===== src/rtl/spongent_ctrl_pkg.sv =====
// spongent_ctrl_pkg
// Shared definitions for the SPONGENT hash sequencer: the controller state
// encoding, the padding-block constant and the digest block-count helper.
// Optional watchdog macro used by the controller: SPONGENT_CTRL_WATCHDOG_EN.
package spongent_ctrl_pkg;

    typedef enum logic [3:0] {
        StAccept,
        StAbsStart,
        StAbsWait,
        StPadStart,
        StPadWait,
        StSqOut,
        StSqStart,
        StSqWait,
        StCoreRst
    } ctrl_state_e;

    // Widest RATE the pad helper can produce; callers slice the low RATE bits.
    localparam int unsigned MaxRate = 64;

    // Padding block: a single 1 in the MSB of the RATE-bit block, rest zero.
    function automatic logic [MaxRate-1:0] pad_block(input int unsigned rate);
        logic [MaxRate-1:0] blk;
        blk = '0;
        blk[rate-1] = 1'b1;
        return blk;
    endfunction

    function automatic int unsigned digest_blocks(input int unsigned digest_size,
                                                  input int unsigned rate);
        return digest_size / rate;
    endfunction

    function automatic logic is_wait_state(input ctrl_state_e s);
        return (s == StAbsWait) || (s == StPadWait) || (s == StSqWait);
    endfunction

    function automatic logic is_start_state(input ctrl_state_e s);
        return (s == StAbsStart) || (s == StPadStart) || (s == StSqStart);
    endfunction

endpackage


===== src/rtl/spongent_ctrl_watchdog.sv =====
// spongent_ctrl_watchdog
// Per-permutation timeout counter. Counts consecutive cycles spent in a WAIT
// state and flags expiry on the TIMEOUT_CYCLES-th such cycle. Any cycle with
// run_i low (START, OUT, ACCEPT, reset states) clears the count.
// Only instantiated when SPONGENT_CTRL_WATCHDOG_EN is defined.
// Ports:
//   clk       - clock
//   reset     - synchronous active-high reset
//   run_i     - controller is in a WAIT state this cycle
//   expired_o - this is the TIMEOUT_CYCLES-th consecutive WAIT cycle
module spongent_ctrl_watchdog
    import spongent_ctrl_pkg::*;
#(
    parameter int unsigned TIMEOUT_CYCLES = 1024
) (
    input  logic clk,
    input  logic reset,
    input  logic run_i,
    output logic expired_o
);

    localparam int unsigned CntW = (TIMEOUT_CYCLES > 1) ? $clog2(TIMEOUT_CYCLES) : 1;
    localparam logic [CntW-1:0] LastCnt = CntW'(TIMEOUT_CYCLES - 1);

    logic [CntW-1:0] cnt_q;

    always_ff @(posedge clk) begin
        if (reset || !run_i) begin
            cnt_q <= '0;
        end else if (!expired_o) begin
            cnt_q <= cnt_q + CntW'(1);
        end
    end

    assign expired_o = run_i && (cnt_q == LastCnt);

endmodule


===== src/rtl/spongent_hash_ctrl.sv =====
// spongent_hash_ctrl
// Sequencer that drives a spongent_parallel core to hash a valid/ready message
// stream: absorbs each RATE-bit block, absorbs one padding block, then squeezes
// DIGEST_SIZE/RATE output blocks onto a valid/ready digest stream. The
// controller owns the core reset (pulsed after every hash and on abort).
// Optional feature: define SPONGENT_CTRL_WATCHDOG_EN to time out each core
// permutation after TIMEOUT_CYCLES wait cycles (sets sticky error_o).
// Ports:
//   clk, reset                   - clock, synchronous active-high reset
//   abort_i                      - soft abort back to the idle state
//   msg_valid_i/msg_ready_o      - message block handshake
//   msg_data_i, msg_last_i       - message block and final-block flag
//   dig_valid_o/dig_ready_i      - digest block handshake
//   dig_data_o, dig_last_o       - digest block and final-block flag
//   busy_o, error_o              - hash in progress, sticky watchdog error
//   core_reset_o                 - core reset (high in reset and CORE_RST)
//   core_start_continue_o        - core start pulse
//   core_msg_data_available_o    - core absorbs core_data_in_o on this start
//   core_data_in_o               - block presented to the core
//   core_busy_i, core_data_out_i - core status and rate output
module spongent_hash_ctrl
    import spongent_ctrl_pkg::*;
#(
    parameter int unsigned RATE           = 8,
    parameter int unsigned DIGEST_SIZE    = 128,
    parameter int unsigned TIMEOUT_CYCLES = 1024
) (
    input  logic            clk,
    input  logic            reset,
    input  logic            abort_i,
    input  logic            msg_valid_i,
    output logic            msg_ready_o,
    input  logic [RATE-1:0] msg_data_i,
    input  logic            msg_last_i,
    output logic            dig_valid_o,
    input  logic            dig_ready_i,
    output logic [RATE-1:0] dig_data_o,
    output logic            dig_last_o,
    output logic            busy_o,
    output logic            error_o,
    output logic            core_reset_o,
    output logic            core_start_continue_o,
    output logic            core_msg_data_available_o,
    output logic [RATE-1:0] core_data_in_o,
    input  logic            core_busy_i,
    input  logic [RATE-1:0] core_data_out_i
);

    localparam int unsigned DigestBlocks = digest_blocks(DIGEST_SIZE, RATE);
    localparam int unsigned CntW = (DigestBlocks > 1) ? $clog2(DigestBlocks) : 1;
    localparam logic [CntW-1:0] LastCnt = CntW'(DigestBlocks - 1);
    localparam logic [MaxRate-1:0] PadWord = pad_block(RATE);
    localparam logic [RATE-1:0] PadBlock = PadWord[RATE-1:0];

    ctrl_state_e     state_q;
    logic [RATE-1:0] data_in_q;
    logic            last_q;
    logic            seen_busy_q;
    logic            rst_pulse_q;
    logic [CntW-1:0] cnt_q;
    logic            error_q;

    logic in_wait;
    logic wait_done;
    logic wd_expired;
    logic msg_hs;
    logic dig_hs;

    assign in_wait = is_wait_state(state_q);
    // The core may raise busy a cycle after the start pulse, so a WAIT only
    // ends once busy has been observed high and has dropped again.
    assign wait_done = seen_busy_q && !core_busy_i;

`ifdef SPONGENT_CTRL_WATCHDOG_EN
    spongent_ctrl_watchdog #(
        .TIMEOUT_CYCLES(TIMEOUT_CYCLES)
    ) u_watchdog (
        .clk      (clk),
        .reset    (reset),
        .run_i    (in_wait),
        .expired_o(wd_expired)
    );
`else
    logic unused_timeout;
    assign unused_timeout = ^32'(TIMEOUT_CYCLES);
    assign wd_expired     = 1'b0;
`endif

    // Handshake outputs are gated by abort so nothing completes in that cycle.
    assign msg_ready_o = (state_q == StAccept) && !reset && !abort_i;
    assign dig_valid_o = (state_q == StSqOut) && !abort_i;
    assign dig_data_o  = (state_q == StSqOut) ? core_data_out_i : '0;
    assign dig_last_o  = (state_q == StSqOut) && (cnt_q == LastCnt);
    assign busy_o      = (state_q != StAccept);
    assign error_o     = error_q;

    assign core_reset_o              = reset | rst_pulse_q;
    assign core_start_continue_o     = is_start_state(state_q);
    assign core_msg_data_available_o = (state_q == StAbsStart) || (state_q == StPadStart);
    assign core_data_in_o            = data_in_q;

    assign msg_hs = msg_valid_i && msg_ready_o;
    assign dig_hs = dig_valid_o && dig_ready_i;

    always_ff @(posedge clk) begin
        if (reset) begin
            state_q     <= StAccept;
            data_in_q   <= '0;
            last_q      <= 1'b0;
            seen_busy_q <= 1'b0;
            rst_pulse_q <= 1'b0;
            cnt_q       <= '0;
            error_q     <= 1'b0;
        end else begin
            rst_pulse_q <= 1'b0;
            if (in_wait && core_busy_i) begin
                seen_busy_q <= 1'b1;
            end

            case (state_q)
                StAccept: begin
                    if (msg_hs) begin
                        data_in_q <= msg_data_i;
                        last_q    <= msg_last_i;
                        state_q   <= StAbsStart;
                    end
                end
                StAbsStart: begin
                    seen_busy_q <= 1'b0;
                    state_q     <= StAbsWait;
                end
                StAbsWait: begin
                    if (wait_done) begin
                        if (last_q) begin
                            data_in_q <= PadBlock;
                            state_q   <= StPadStart;
                        end else begin
                            state_q <= StAccept;
                        end
                    end
                end
                StPadStart: begin
                    seen_busy_q <= 1'b0;
                    state_q     <= StPadWait;
                end
                StPadWait: begin
                    if (wait_done) begin
                        cnt_q   <= '0;
                        state_q <= StSqOut;
                    end
                end
                StSqOut: begin
                    if (dig_hs) begin
                        if (dig_last_o) begin
                            rst_pulse_q <= 1'b1;
                            state_q     <= StCoreRst;
                        end else begin
                            cnt_q   <= cnt_q + CntW'(1);
                            state_q <= StSqStart;
                        end
                    end
                end
                StSqStart: begin
                    seen_busy_q <= 1'b0;
                    state_q     <= StSqWait;
                end
                StSqWait: begin
                    if (wait_done) begin
                        state_q <= StSqOut;
                    end
                end
                StCoreRst: begin
                    cnt_q     <= '0;
                    data_in_q <= '0;
                    state_q   <= StAccept;
                end
                default: begin
                    rst_pulse_q <= 1'b1;
                    state_q     <= StCoreRst;
                end
            endcase

            // Later assignments win: watchdog expiry, then abort, override the FSM.
            if (wd_expired) begin
                error_q     <= 1'b1;
                rst_pulse_q <= 1'b1;
                state_q     <= StCoreRst;
            end
            if (abort_i) begin
                rst_pulse_q <= 1'b1;
                state_q     <= StCoreRst;
            end
        end
    end

endmodule


===== config.mk =====
export PLATFORM = sky130hd
export DESIGN_NAME = spongent_hash_ctrl
export DESIGN_NICKNAME = d
export VERILOG_FILES = /design/src/rtl/spongent_ctrl_pkg.sv /design/src/rtl/spongent_ctrl_watchdog.sv /design/src/rtl/spongent_hash_ctrl.sv
export SDC_FILE = /design/constraint.sdc
export NUM_CORES = 1
export LEC_CHECK = 0
export CORE_ASPECT_RATIO = 0.6
export CORE_MARGIN = 2
export CORE_UTILIZATION = 38
export CTS_CLUSTER_SIZE = 10
export DETAILED_ROUTE_END_ITERATION = 12
export PLACE_DENSITY = 0.81
export SLEW_MARGIN = 25
export SYNTH_ARGS = -nofsm -noshare
export SYNTH_HDL_FRONTEND = slang
export SYNTH_HIERARCHICAL = 1
export SYNTH_SLANG_ARGS = --single-unit

===== constraint.sdc =====
create_clock -name clk -period 1.5 [get_ports clk]
set_clock_uncertainty 0.05 [all_clocks]
set_input_delay 0.225 -clock clk [delete_from_list [all_inputs] [get_ports clk]]
set_output_delay 0.225 -clock clk [all_outputs]
set_load 0.02 [all_outputs]

==> Yosys cells after proc, flatten, opt, wreduce, memory -nomap -nowiden <==
Cells that the tools add are included.
Widths: inputs -> output; s select.
{ "classes": {"add_sub_neg": 1, "eq_ne": 20, "mux": 21, "bitwise": 1, "reduce_logical": 28} }
{ "op_table": {"columns": ["operator", "count"], "rows": [
  ["$mux 4", 9],
  ["$mux 8", 4],
  ["$pmux 4 s8", 1],
  ["$pmux 8 s3", 1],
  ["$eq 4x3->1 const B", 4],
  ["$reduce_and 4->1", 4],
  ["$ne 2x2->1 const B", 6],
  ["$pmux 4 s3", 1],
  ["$ne 3x3->1 const B", 3],
  ["$eq 4x2->1 const B", 2],
  ["$eq 4x4->1 const B", 2],
  ["$logic_and 1x1->1", 8],
  ["$reduce_or 8->1", 1],
  ["$reduce_bool 3->1", 2],
  ["$add 4x1->4 const B", 1],
  ["$eq 4x1->1 const B", 1],
  ["$logic_not 4->1", 1],
  ["$logic_or 1x1->1", 4],
  ["$reduce_bool 4->1", 1],
  ["$reduce_or 2->1", 2],
  ["$reduce_or 4->1", 1],
  ["$logic_not 1->1", 3],
  ["$mux 1", 3],
  ["$ne 3x1->1 const B", 1],
  ["5 further kinds", 5]
]} }
{ "totals": {"ff_bits": 19, "out_inout_bits": 24, "wordCells": 78} }

==> Longest topological paths before layout <==
Gate-level depths: netlist of the first run.
{ "logic_depth": {"depth_word": 7, "mapped_depth": 6, "mapped_depth_nobuf": 5} }

==> Worst setup path before layout of the first run <==
OpenSTA, ideal clock, no wires.
{ "synth_timing": {"path_kind": "reg2out", "from": "reg state_q[2]", "to": "out msg_ready_o", "t_arrival_ns": 1.626, "required_ns": 1.225, "slack_ns": -0.401, "path_stages_with_launch": 5, "path_buffers": 1, "cell_sequence": "dfxtp_1 clkbuf_1 nor4_1 inv_1 nor3_1"} }
{ "synth_via": {"elab_chain_len": 3} }
{ "synth_lines": {"columns": ["item", "line", "text"], "rows": [
  ["start: declaration", "spongent_hash_ctrl.sv:55", "ctrl_state_e state_q;"],
  ["start signal: assignment", "spongent_hash_ctrl.sv:107", "state_q <= StAccept;"],
  ["start signal: assignment", "spongent_hash_ctrl.sv:125", "state_q <= StAbsStart;"],
  ["start signal: assignment", "spongent_hash_ctrl.sv:130", "state_q <= StAbsWait;"],
  ["$logic_not 4->1", "spongent_hash_ctrl.sv:90", "assign msg_ready_o = (state_q == StAccept) && !reset && !abort_i;"],
  ["$logic_and 1x1->1 (2 in series)", "spongent_hash_ctrl.sv:90", null],
  ["end: declaration", "spongent_hash_ctrl.sv:32", "output logic msg_ready_o,"]
]} }
Every way passes these cells.

==> Worst setup path in the final report of the first run <==
{ "layout_timing": {"from": "reg state_q[0]", "to": "out dig_last_o"} }
{ "layout_via": {"elab_chain_len": 2} }
{ "layout_lines": {"columns": ["item", "line", "text"], "rows": [
  ["$eq 4x3->1", "spongent_hash_ctrl.sv:93", "assign dig_last_o = (state_q == StSqOut) && (cnt_q == LastCnt);"],
  ["$logic_and 1x1->1", "spongent_hash_ctrl.sv:93", null],
  ["end: declaration", "spongent_hash_ctrl.sv:38", "output logic dig_last_o,"]
]} }
Every way passes these cells.

==> results of run 1 <==
metrics by stage:
stage,cells,total power [uW],setup TNS (ns)
6_report,265,1480,-4.27
3_5_place_dp,253,951,-11.64
2_1_floorplan,145,749,-0.0714
5_1_grt,265,1520,-5.40
3_3_place_gp,253,939,-10.47
4_1_cts,261,1380,-1.95
what timing repair did:
item | 4_1_cts | 5_1_grt
pin swaps | 13 | 13
hold buffers | 0 | 0
setup buffers | 2 | 4
resized for setup | 135 | 35
cloned | 3 | 0
setup endpoints to repair | 36 | 38
routing by layer:
| layer | wire length [um] | share of wire |
|---|---|---|
| met5 | 0 | 0 |
| met4 | 240 | 0.041 |
| met3 | 499 | 0.086 |
| met2 | 2680 | 0.46 |
| met1 | 2360 | 0.41 |
sequential cells by signal, summed over array words and instances, names as in the netlist:
| register | cells |
|---|---|
| core_data_in_o | 8 |
| cnt_q | 4 |
| state_q | 4 |
| last_q | 1 |
| rst_pulse_q | 1 |
| seen_busy_q | 1 |
worst max-delay path by stage:
| stage | to | slack (ns) | depth (start not counted) |
|---|---|---|---|
| 6_report | dig_last_o | -0.24 | 4 |
| 5_1_grt | dig_last_o | -0.28 | 4 |
| 4_1_cts | busy_o | -0.13 | 5 |
| 3_5_place_dp | core_data_in_o[2] | -0.55 | 6 |
| 3_3_place_gp | core_data_in_o[3] | -0.46 | 6 |
| 2_1_floorplan | msg_ready_o | -0.04 | 4 |
final cells by class:
cell class / count / area share
clock buffers: 3 / 0.0175
clock inverters: 1 / 0.00213
inverters: 2 / 0.00425
multi-input cells: 114 / 0.418
flip-flops and latches: 19 / 0.169
well taps: 42 / 0.0223
repair buffers: 84 / 0.367
placed cells by master, fill, tap and decap left out, drive strengths merged, types with 2 or more instances in the layout:
master,instances
nor3b,3
nand2b,11
and4bb,2
mux2i,3
a21oi,8
clkbuf,4
nand2,8
dlymetal6s2s,5
dlygate4sd2,6
a221oi,2
xor2,2
and2b,2
inv,2
dfxtp,19
or2,2
nor3,3
buf,52
nor2b,4
o21ai,12
nor2,12
nand4,2
nand3,10
or3,3
and2,8
clkdlybuf4s50,19
kinds of logic after synthesis:
logic type,count (synthesis)
multiplexers,3
XOR/XNOR,3
adder cells (fa/ha/maj),1
flip-flops,19
AND/OR/NAND/NOR,74
AO/OA/AOI/OAI,31
other,1
buffers and inverters,13
power groups by stage:
stage	logic, uW	clock network, uW	registers [uW]
2_1_floorplan	176	0	573
3_3_place_gp	383	0	557
3_5_place_dp	392	0	559
4_1_cts	459	375	551
5_1_grt	548	415	557
6_report	531	393	556
critical path, stage by stage (launching register included):
cell      delay, ns
dfxtp_4        0.40
buf_6          0.14
and4bb_2       0.32
nor2b_4        0.21
buf_6          0.13
==> results by group, run 1 <==
Finish
  – P&R area growth vs syn: 104%
  – Multi-input gate area: 983 um2
  – Final core occ: 0.815
  – Storage cell area: 398 um2
  – Fillers: 160
  – ANT cells: 0
  – Fin nets: 248
  – Final Cell Area: 2350 um2
  – Layout cell share with drive strength beyond 1: 0.466

Worst setup path
  – R2r startpoint: state_q[3]
  – Critical path origin: state_q[0]
  – Critical path class: register to primary output
  – Worst setup EP type: primary output
  – Required time of the critical path: 1.22 ns
  – Critical Path Start Type: register
  – CP arrival: 1.46 ns
  – Crit Path Max Fanout: 5
  – R2R setup slack: -0.21 ns
  – Reg2Reg Depth: 6
  – RR Endpoint: core_data_in_o[6]

Synth
  – Gate count of the mapped netlist: 145
  – Post-synth EDFFs: 0
  – Most common library cells after synthesis: dfxtp_1, nor2_1, o21ai_0
  – Top cell type's share of synthesized area: 0.329
  – Largest family of logic cells by synthesized area: simple AND/OR/NAND/NOR gates
  – Dominant cell type by area after synthesis: dfxtp_1
  – Synth Area in XOR/XNOR: 0.0227
  – Count leader, synth: dfxtp_1
  – Mux share of post-synthesis cell area: 0.0260
  – Sequential area share after synthesis: 0.329
  – Register bit total from synthesis: 19
  – Compound-cell area share of the yosys netlist: 0.186
  – Post-synthesis simple-gate area fraction: 0.367
  – Post-Synth Adder-Cell Area: 0.0108
  – Ys Warns: 6
  – Largest cells by area after synthesis: dfxtp_1, nand2b_1, o21ai_0
  – Net Count, Synth: 169
  – Cell Area, Synth: 1160 um2
  – Mean post-synth cell area: 7.97 um2
  – Distinct cells, synth: 42
  – Top FF cell, synth: dfxtp_1
  – Synth async-reset ratio: 0

Global route
  – GRT overflow: 0
  – Met2 Usage GRT: 0.512
  – M3 GR Usage: 0.0744
  – Global-route met1 utilization: 0.432
  – Vias in the first global route: 1512
  – Global-route wire length before repair: 7980 um
  – Largest net degree at the start of global routing: 14
  – Initial antenna violation count: 0
  – GRT Max-Usage Layer: met2
  – Overall Global Routing Usage: 0.321

Clock network
  – CTS tree: done
  – CTS root buffer: clkbuf_8
  – Worst-path clk slew: 0.09 ns
  – Clk buf depth: 2
  – Clock Sinks: 19
  – Inserted Clock Buffers: 3
  – H-Tree Depth: 1
  – Clk_lat worst skew: 0.28 ns

Floorplan
  – Core box area: 2890 um2
  – Initial Util: 0.400
  – Die area: 3510 um2
  – Chip width: 75.2 um
  – Die Y: 46.7 um
  – Number of core rows: 15
  – IO Pins: 47

Worst hold path
  – HP Class: register to register
  – Min-Delay Endpoint: core_data_in_o[4]
  – Worst Hold Depth: 2
  – Hold Startpoint: core_data_in_o[4]

Placed design
  – PortBufs: 45
  – RePlAce Congestion: 0.908
  – Post-DP HPWL: 2880 um
  – Area post-placement: 1880 um2
  – Placement Setup Slack: -0.554 ns

Timing
  – Hold Violations, Final: 0
  – Worst-Margin Slew: 0.508 ns
  – Setup ws final: -0.237 ns
  – Max_slew headroom: 0.661
  – Final period util: 1.16
  – Max Freq: 0.576 GHz
  – Setup violators final: 29
  – Fin crit period: 1.74 ns
  – Max Slew Vio Count: 0
  – RSZ-0062 raised after global routing: true
  – Hold slack final: 0.431 ns

Pwr
  – Comb pwr share: 0.359
  – Sw Share: 0.334
  – Reg power frac: 0.376
  – Sw power: 495 uW
  – Leak: 0.00100 uW
  – Int Pwr: 985 uW
  – VDD IR max: 0.000361 V
  – PD cells: 628 nW/um2
  – Clock Power Share: 0.266

Drt
  – TritonRoute pass-1 iters: 5
  – Antenna Nets Post-Route: 0
  – Vias/cell: 5.94
  – DRT iter0 DRCs: 188
  – DRC viols: 0
  – DRT Wirelength: 5790 um
  – Via Count: 1574
  – Routed wire per std cell: 21.8 um

Outcome
  – Failing checks: negative setup slack
  – Status: finished, violations left

Job
  – Max_cap viols: 0
Note: power is estimated with default switching activity, not from simulation.
==> run 2, diff against run 1 <==
--- a/config.mk
+++ b/config.mk
@@ -7,10 +7,11 @@
 export LEC_CHECK = 0
 export CORE_ASPECT_RATIO = 0.6
 export CORE_MARGIN = 2
-export CORE_UTILIZATION = 38
+export CORE_UTILIZATION = 46
 export CTS_CLUSTER_SIZE = 10
 export DETAILED_ROUTE_END_ITERATION = 12
-export PLACE_DENSITY = 0.81
+export PLACE_DENSITY = 0.91
+export RECOVER_POWER = 25
 export SLEW_MARGIN = 25
 export SYNTH_ARGS = -nofsm -noshare
 export SYNTH_HDL_FRONTEND = slang
==> constraint.sdc (replaced) <==
create_clock -name clk -period 2.12 [get_ports clk]
set_clock_uncertainty 0.05 [all_clocks]
set_input_delay 0.318 -clock clk [delete_from_list [all_inputs] [get_ports clk]]
set_output_delay 0.318 -clock clk [all_outputs]
set_load 0.02 [all_outputs]
==> results by group, run 2 (synthesis results as in run 1) <==
Outcome
  – Status: complete, no violations (was finished, violations left)

Worst hold path
  – Hold Startpoint: core_data_in_o[7] (was core_data_in_o[4])
  – Worst Hold Depth: 2 (unchanged)
  – HP Class: register to register (unchanged)
  – Min-Delay Endpoint: core_data_in_o[7] (was core_data_in_o[4])

Worst setup path
  – Critical Path Start Type: input pin (was register)
  – R2r startpoint: state_q[1] (was state_q[3])
  – CP delay by family, top: buffers and inverters (was simple AND/OR/NAND/NOR gates)
  – CP arrival: 1.72 ns (was 1.46 ns)
  – Required time of the critical path: 1.75 ns (was 1.22 ns)
  – CP max-delay cell: clkdlybuf4s50_1 (was dfxtp_4)
  – Worst setup EP type: primary output (unchanged)
  – R2R setup slack: 0.27 ns (was -0.21 ns)
  – CP max stage delay: 0.55 ns (was 0.40 ns)
  – Critical path class: input pin to primary output (was register to primary output)
  – RR Endpoint: state_q[0] (was core_data_in_o[6])
  – Crit Path Max Fanout: 6 (was 5)
  – Worst path most repeated cell: clkdlybuf4s50_1 (was buf_6)
  – Worst-path cell chain: clkdlybuf4s50_1 > or2_2 > clkdlybuf4s50_1 (was buf_6 > and4bb_2 > nor2b_4 > buf_6)
  – Reg2Reg Depth: 5 (was 6)
  – Crit path buf inv count: 2 (unchanged)

Drt
  – Vias/cell: 5.58 (was 5.94)
  – Routed wire per std cell: 16.0 um (was 21.8 um)
  – Antenna Nets Post-Route: 0 (unchanged)
  – DRC viols: 0 (unchanged)
  – DRT iter0 DRCs: 105 (was 188)
  – TritonRoute pass-1 iters: 4 (was 5)
  – DRT Wirelength: 3700 um (was 5790 um)
  – Via Count: 1288 (was 1574)

Timing
  – Worst-Margin Slew: 0.625 ns (was 0.508 ns)
  – Max Freq: 0.480 GHz
  – Hold Violations, Final: 0 (unchanged)
  – Max Slew Vio Count: 0 (unchanged)
  – Final period util: 0.984
  – Fin crit period: 2.09 ns
  – Max_slew headroom: 0.577 (was 0.661)
  – RSZ-0062 raised after global routing: false (was true)
  – Setup TNS: 0 ns (was -4.27 ns)
  – Setup violators final: 0 (was 29)

Finish
  – Fin nets: 224 (was 248)
  – Max reg flops: 8 (unchanged)
  – Commonest cells after routing, fill and taps aside: clkdlybuf4s50_1, dfxtp_1, buf_4 (was buf_4, clkdlybuf4s50_1, buf_6, dfxtp_1, nor2_1)
  – P&R area growth vs syn: 52.8% (was 104%)
  – Storage cell area: 383 um2 (was 398 um2)
  – Multi-input gate area: 722 um2 (was 983 um2)
  – Layout cell share with drive strength beyond 1: 0.146 (was 0.466)
  – Final Non-Filler Cells: 231 (was 265)
  – Fillers: 177 (was 160)
  – Most common cell after layout, fill and taps aside: clkdlybuf4s50_1 (was buf_4)
  – ANT cells: 0 (unchanged)

Floorplan
  – Number of core rows: 14 (was 15)
  – Chip width: 68.7 um (was 75.2 um)
  – Die Y: 42.8 um (was 46.7 um)
  – Die area: 2940 um2 (was 3510 um2)
  – IO Pins: 47 (unchanged)
  – Core box area: 2450 um2 (was 2890 um2)
  – Initial Util: 0.471 (was 0.400)

Clock network
  – Worst-path clk slew: 0.07 ns (was 0.09 ns)
  – Clk_lat worst skew: 0.26 ns (was 0.28 ns)
  – CTS tree: done (unchanged)
  – Inserted Clock Buffers: 3 (unchanged)
  – CTS root buffer: clkbuf_8 (unchanged)
  – H-Tree Depth: 1 (unchanged)
  – Clk buf depth: 2 (unchanged)
  – Clock Sinks: 19 (unchanged)

Global route
  – Initial antenna violation count: 0 (unchanged)
  – Vias in the first global route: 1201 (was 1512)
  – Overall Global Routing Usage: 0.275 (was 0.321)
  – Global-route wire length before repair: 5890 um (was 7980 um)
  – Largest net degree at the start of global routing: 15 (was 14)
  – GRT overflow: 0 (unchanged)

Pwr
  – VDD IR max: 0.000520 V (was 0.000361 V)
  – Leak: 0.000743 uW (was 0.00100 uW)
  – PD cells: 507 nW/um2 (was 628 nW/um2)

Placed design
  – PortBufs: 45 (unchanged)
  – Post-DP HPWL: 2950 um (was 2880 um)
  – RePlAce Congestion: 0.924 (was 0.908)
  – Placed Cells incl. Taps: 227 (was 253)

Job
  – Max_cap viols: 0 (unchanged)
==> run 2: cell count changes in the layout (fill, tap and decap cells not counted), moves of 5 or more <==
cell,before,now
and2_1,0,8
and2_4,8,0
buf_4,29,15
buf_6,17,0
clkdlybuf4s50_1,19,26
dlygate4sd2_1,6,12
dlygate4sd3_1,0,7
dlymetal6s2s_1,5,0
o21ai_0,4,12
o21ai_1,7,0
==> run 2: layer usage <==
layer | routed length, um | part of all wire | vias to the layer above | global-route usage
met1 | 1600 | 0.43 | 607 | 0.375
met3 | 266 | 0.072 | 10 | 0.0743
met5 | 0 | 0 | - | 0
li1 | - | - | 615 | -
met2 | 1740 | 0.47 | 56 | 0.412
met4 | 94 | 0.025 | 0 | 0.102
==> run 2: worst reg2reg max path, cell delays in order, from the launching register on <==
cell and delay [ns]:
dfxtp_1 0.43, buf_4 0.21, xnor2_1 0.16, a21oi_1 0.15, o311ai_1 0.56, mux2i_1 0.24
==> run 2: timing repair <==
action	CTS	global route
gates resized for setup	16	0
buffers inserted	0	0
endpoints found under the hold margin	0	0
endpoints found under the setup margin	13	0
hold buffers	0	0
==> run 2: power breakdown <==
part / total (uW) / switching, uW / internal (uW)
registers: 390 / 14.5 / 375
logic: 258 / 126 / 131
clock network: 249 / 118 / 131
total: 896 / 259 / 637
==> run 2: through the flow <==
step	setup WS (ns)	hold slack, ns	instance area, um2	power [uW]	utilization
floorplan	0.126	0.398	1160	522	-
global placement	0.0519	0.410	1720	640	0.703
detailed placement	-0.0606	0.419	1720	652	0.703
CTS	0.0423	0.430	1770	901	0.720
global route	0.00550	0.448	1770	936	0.720
finish	0.0350	0.421	1770	896	0.720
==> run 2: final cells by class <==
| class | instances | area share |
|---|---|---|
| Multi-Input combinational cell | 113 | 0.409 |
| Timing Repair Buffer | 61 | 0.322 |
| Sequential cell | 19 | 0.217 |
| Clock buffer | 3 | 0.0234 |
| Tap cell | 32 | 0.0227 |
| Inverter | 2 | 0.00425 |
| Clock inverter | 1 | 0.00283 |
==> run 2: worst max-delay path by stage <==
| stage | cells after the start | slack [ns] | end | start |
|---|---|---|---|---|
| after detailed placement | 6 | -0.06 | core_data_in_o[5] | reset |
| after global placement | 6 | 0.05 | core_data_in_o[0] | abort_i |
| after CTS | 3 | 0.04 | core_reset_o | reset |
| after global routing | 4 | 0.006 | core_msg_data_available_o | state_q[0] |
| final | 3 | 0.03 | core_reset_o | reset |
| after floorplan | 4 | 0.13 | msg_ready_o | state_q[2] |
==> run 3, diff against run 2 <==
--- a/config.mk
+++ b/config.mk
@@ -10,6 +10,7 @@
 export CORE_UTILIZATION = 46
 export CTS_CLUSTER_SIZE = 10
 export DETAILED_ROUTE_END_ITERATION = 12
+export MAX_ROUTING_LAYER = met4
 export PLACE_DENSITY = 0.91
 export RECOVER_POWER = 25
 export SLEW_MARGIN = 25
==> results by group, run 3 (synthesis results as in run 1) <==
Outcome
  – Status: complete, no violations (unchanged)

Placed design
  – Post-DP HPWL: 2950 um (unchanged)
  – PortBufs: 45 (unchanged)
  – RePlAce Congestion: 0.940 (was 0.924)
  – Area post-placement: 1720 um2 (unchanged)

Worst setup path
  – Worst path most repeated cell: clkdlybuf4s50_1 (unchanged)
  – Crit Path Max Fanout: 6 (unchanged)
  – Worst setup EP type: primary output (unchanged)
  – CP arrival: 1.72 ns (about the same)
  – Required time of the critical path: 1.75 ns (about the same)
  – Reg2Reg Depth: 5 (unchanged)
  – R2R setup slack: 0.28 ns (was 0.27 ns)
  – RR Endpoint: state_q[0] (unchanged)
  – R2r startpoint: state_q[1] (unchanged)
  – CP max-delay cell: clkdlybuf4s50_1 (unchanged)
  – Critical Path Start Type: input pin (unchanged)
  – CP max stage delay: 0.55 ns (about the same)
  – Worst-path cell chain: clkdlybuf4s50_1 > or2_2 > clkdlybuf4s50_1 (unchanged)
  – Critical path class: input pin to primary output (unchanged)

Timing
  – Worst-Margin Slew: 0.611 ns (was 0.625 ns)
  – Max Slew Vio Count: 0 (unchanged)
  – Hold Violations, Final: 0 (unchanged)
  – Setup violators final: 0 (unchanged)
  – Setup TNS: 0 ns (unchanged)
  – Max_slew headroom: 0.586 (was 0.577)
  – RSZ-0062 raised after global routing: false (unchanged)
  – Max Freq: 0.480 GHz (about the same)
  – Fin crit period: 2.08 ns (was 2.09 ns)
  – Final period util: 0.983 (was 0.984)

Pwr
  – Int Pwr: 637 uW (about the same)
  – VDD IR max: 0.000519 V (was 0.000520 V)
  – Clock Power Share: 0.277 (was 0.278)
  – Total Power: 896 uW (about the same)
  – Leak: 0.000743 uW (unchanged)
  – Sw Share: 0.289 (about the same)
  – Comb pwr share: 0.289 (was 0.287)
  – PD cells: 507 nW/um2 (about the same)
  – Sw power: 259 uW (about the same)
  – Reg power frac: 0.435 (about the same)

Floorplan
  – Number of core rows: 14 (unchanged)
  – IO Pins: 47 (unchanged)
  – Chip width: 68.7 um (unchanged)
  – Initial Util: 0.471 (unchanged)
  – Core box area: 2450 um2 (unchanged)
  – Die area: 2940 um2 (unchanged)
  – Die Y: 42.8 um (unchanged)

Finish
  – Max reg flops: 8 (unchanged)
  – P&R area growth vs syn: 52.8% (unchanged)
  – Most common cell after layout, fill and taps aside: clkdlybuf4s50_1 (unchanged)
  – Commonest cells after routing, fill and taps aside: clkdlybuf4s50_1, dfxtp_1, buf_4 (unchanged)
  – Layout cell share with drive strength beyond 1: 0.146 (unchanged)
  – ANT cells: 0 (unchanged)
  – Final Cell Area: 1770 um2 (unchanged)
  – Fin nets: 224 (unchanged)

Drt
  – Antenna Nets Post-Route: 0 (unchanged)
  – Vias/cell: 5.52 (was 5.58)
  – TritonRoute pass-1 iters: 4 (unchanged)
  – DRT Wirelength: 3720 um (was 3700 um)
  – DRT iter0 DRCs: 109 (was 105)
  – DRC viols: 0 (unchanged)
  – Routed wire per std cell: 16.1 um (was 16.0 um)
  – Via Count: 1275 (was 1288)

Worst hold path
  – Hold Startpoint: core_data_in_o[7] (unchanged)
  – Min-Delay Endpoint: core_data_in_o[7] (unchanged)
  – Worst Hold Depth: 2 (unchanged)
  – HP Class: register to register (unchanged)

Global route
  – Global-route wire length before repair: 5870 um (was 5890 um)
  – Vias in the first global route: 1200 (was 1201)
  – Largest net degree at the start of global routing: 15 (unchanged)
  – Overall Global Routing Usage: 0.282 (was 0.275)
  – Initial antenna violation count: 0 (unchanged)
  – GRT overflow: 0 (unchanged)

Clock network
  – H-Tree Depth: 1 (unchanged)
  – Clk_lat worst skew: 0.26 ns (about the same)
  – Inserted Clock Buffers: 3 (unchanged)
  – CTS tree: done (unchanged)
  – Clock Sinks: 19 (unchanged)
  – CTS root buffer: clkbuf_8 (unchanged)
  – Post-CTS Hold Buffers: 0 (unchanged)
  – Worst-path clk slew: 0.06 ns (was 0.07 ns)
  – Clk buf depth: 2 (unchanged)

Job
  – Max_cap viols: 0 (unchanged)
-- run 3: how the worst max path moves through the flow --
| stage | endpoint | from |
|---|---|---|
| global route | core_msg_data_available_o | state_q[0] |
| global placement | core_data_in_o[0] | abort_i |
| detailed placement | core_data_in_o[5] | reset |
| floorplan | msg_ready_o | state_q[2] |
| finish | core_reset_o | reset |
| CTS | core_reset_o | reset |
-- run 3: cell type report --
type / instances / area, um2
clock buffer: 3 / 41.3
clock inverter: 1 / 5.00
fill: 177 / 686
inverter: 2 / 7.51
multi-input combinational: 113 / 722
sequential: 19 / 383
tap: 32 / 40.0
timing repair buffer: 61 / 568
-- run 3: timing repair --
action / in CTS / in global routing
gates resized for setup: 16 / 0
setup buffers: 0 / 0
endpoints found under the setup margin: 13 / 0
-- run 3: layer usage --
metal	wire [um]	vias up	GRT usage
li1	-	613	-
met1	1560	603	0.377
met2	1790	50	0.413
met3	284	9	0.0716
met4	86	0	0.0980
met5	0	-	-
-- run 3: through the flow --
step                instances  hold WS [ns]  setup slack (ns)   util
floorplan                 145         0.398             0.126      -
global placement          227         0.410            0.0519  0.703
detailed placement        227         0.419           -0.0606  0.703
CTS                       231         0.430            0.0423  0.720
global route              231         0.448           0.00550  0.720
finish                    231         0.420            0.0365  0.720
-- run 3: worst max-delay path, delay by kind of cell --
kind / cells / cell delay, ns
buffers and inverters: 2 / 1.05
and+or+nand+nor: 1 / 0.35
-- run 3: power by group through the flow --
| stage | Clock, uW | Sequential, uW | Combinational, uW |
|---|---|---|---|
| 2_1_floorplan | 0 | 405 | 116 |
| 3_3_place_gp | 0 | 395 | 245 |
| 3_5_place_dp | 0 | 396 | 257 |
| 4_1_cts | 252 | 389 | 259 |
| 5_1_grt | 270 | 391 | 275 |
| 6_report | 248 | 390 | 259 |
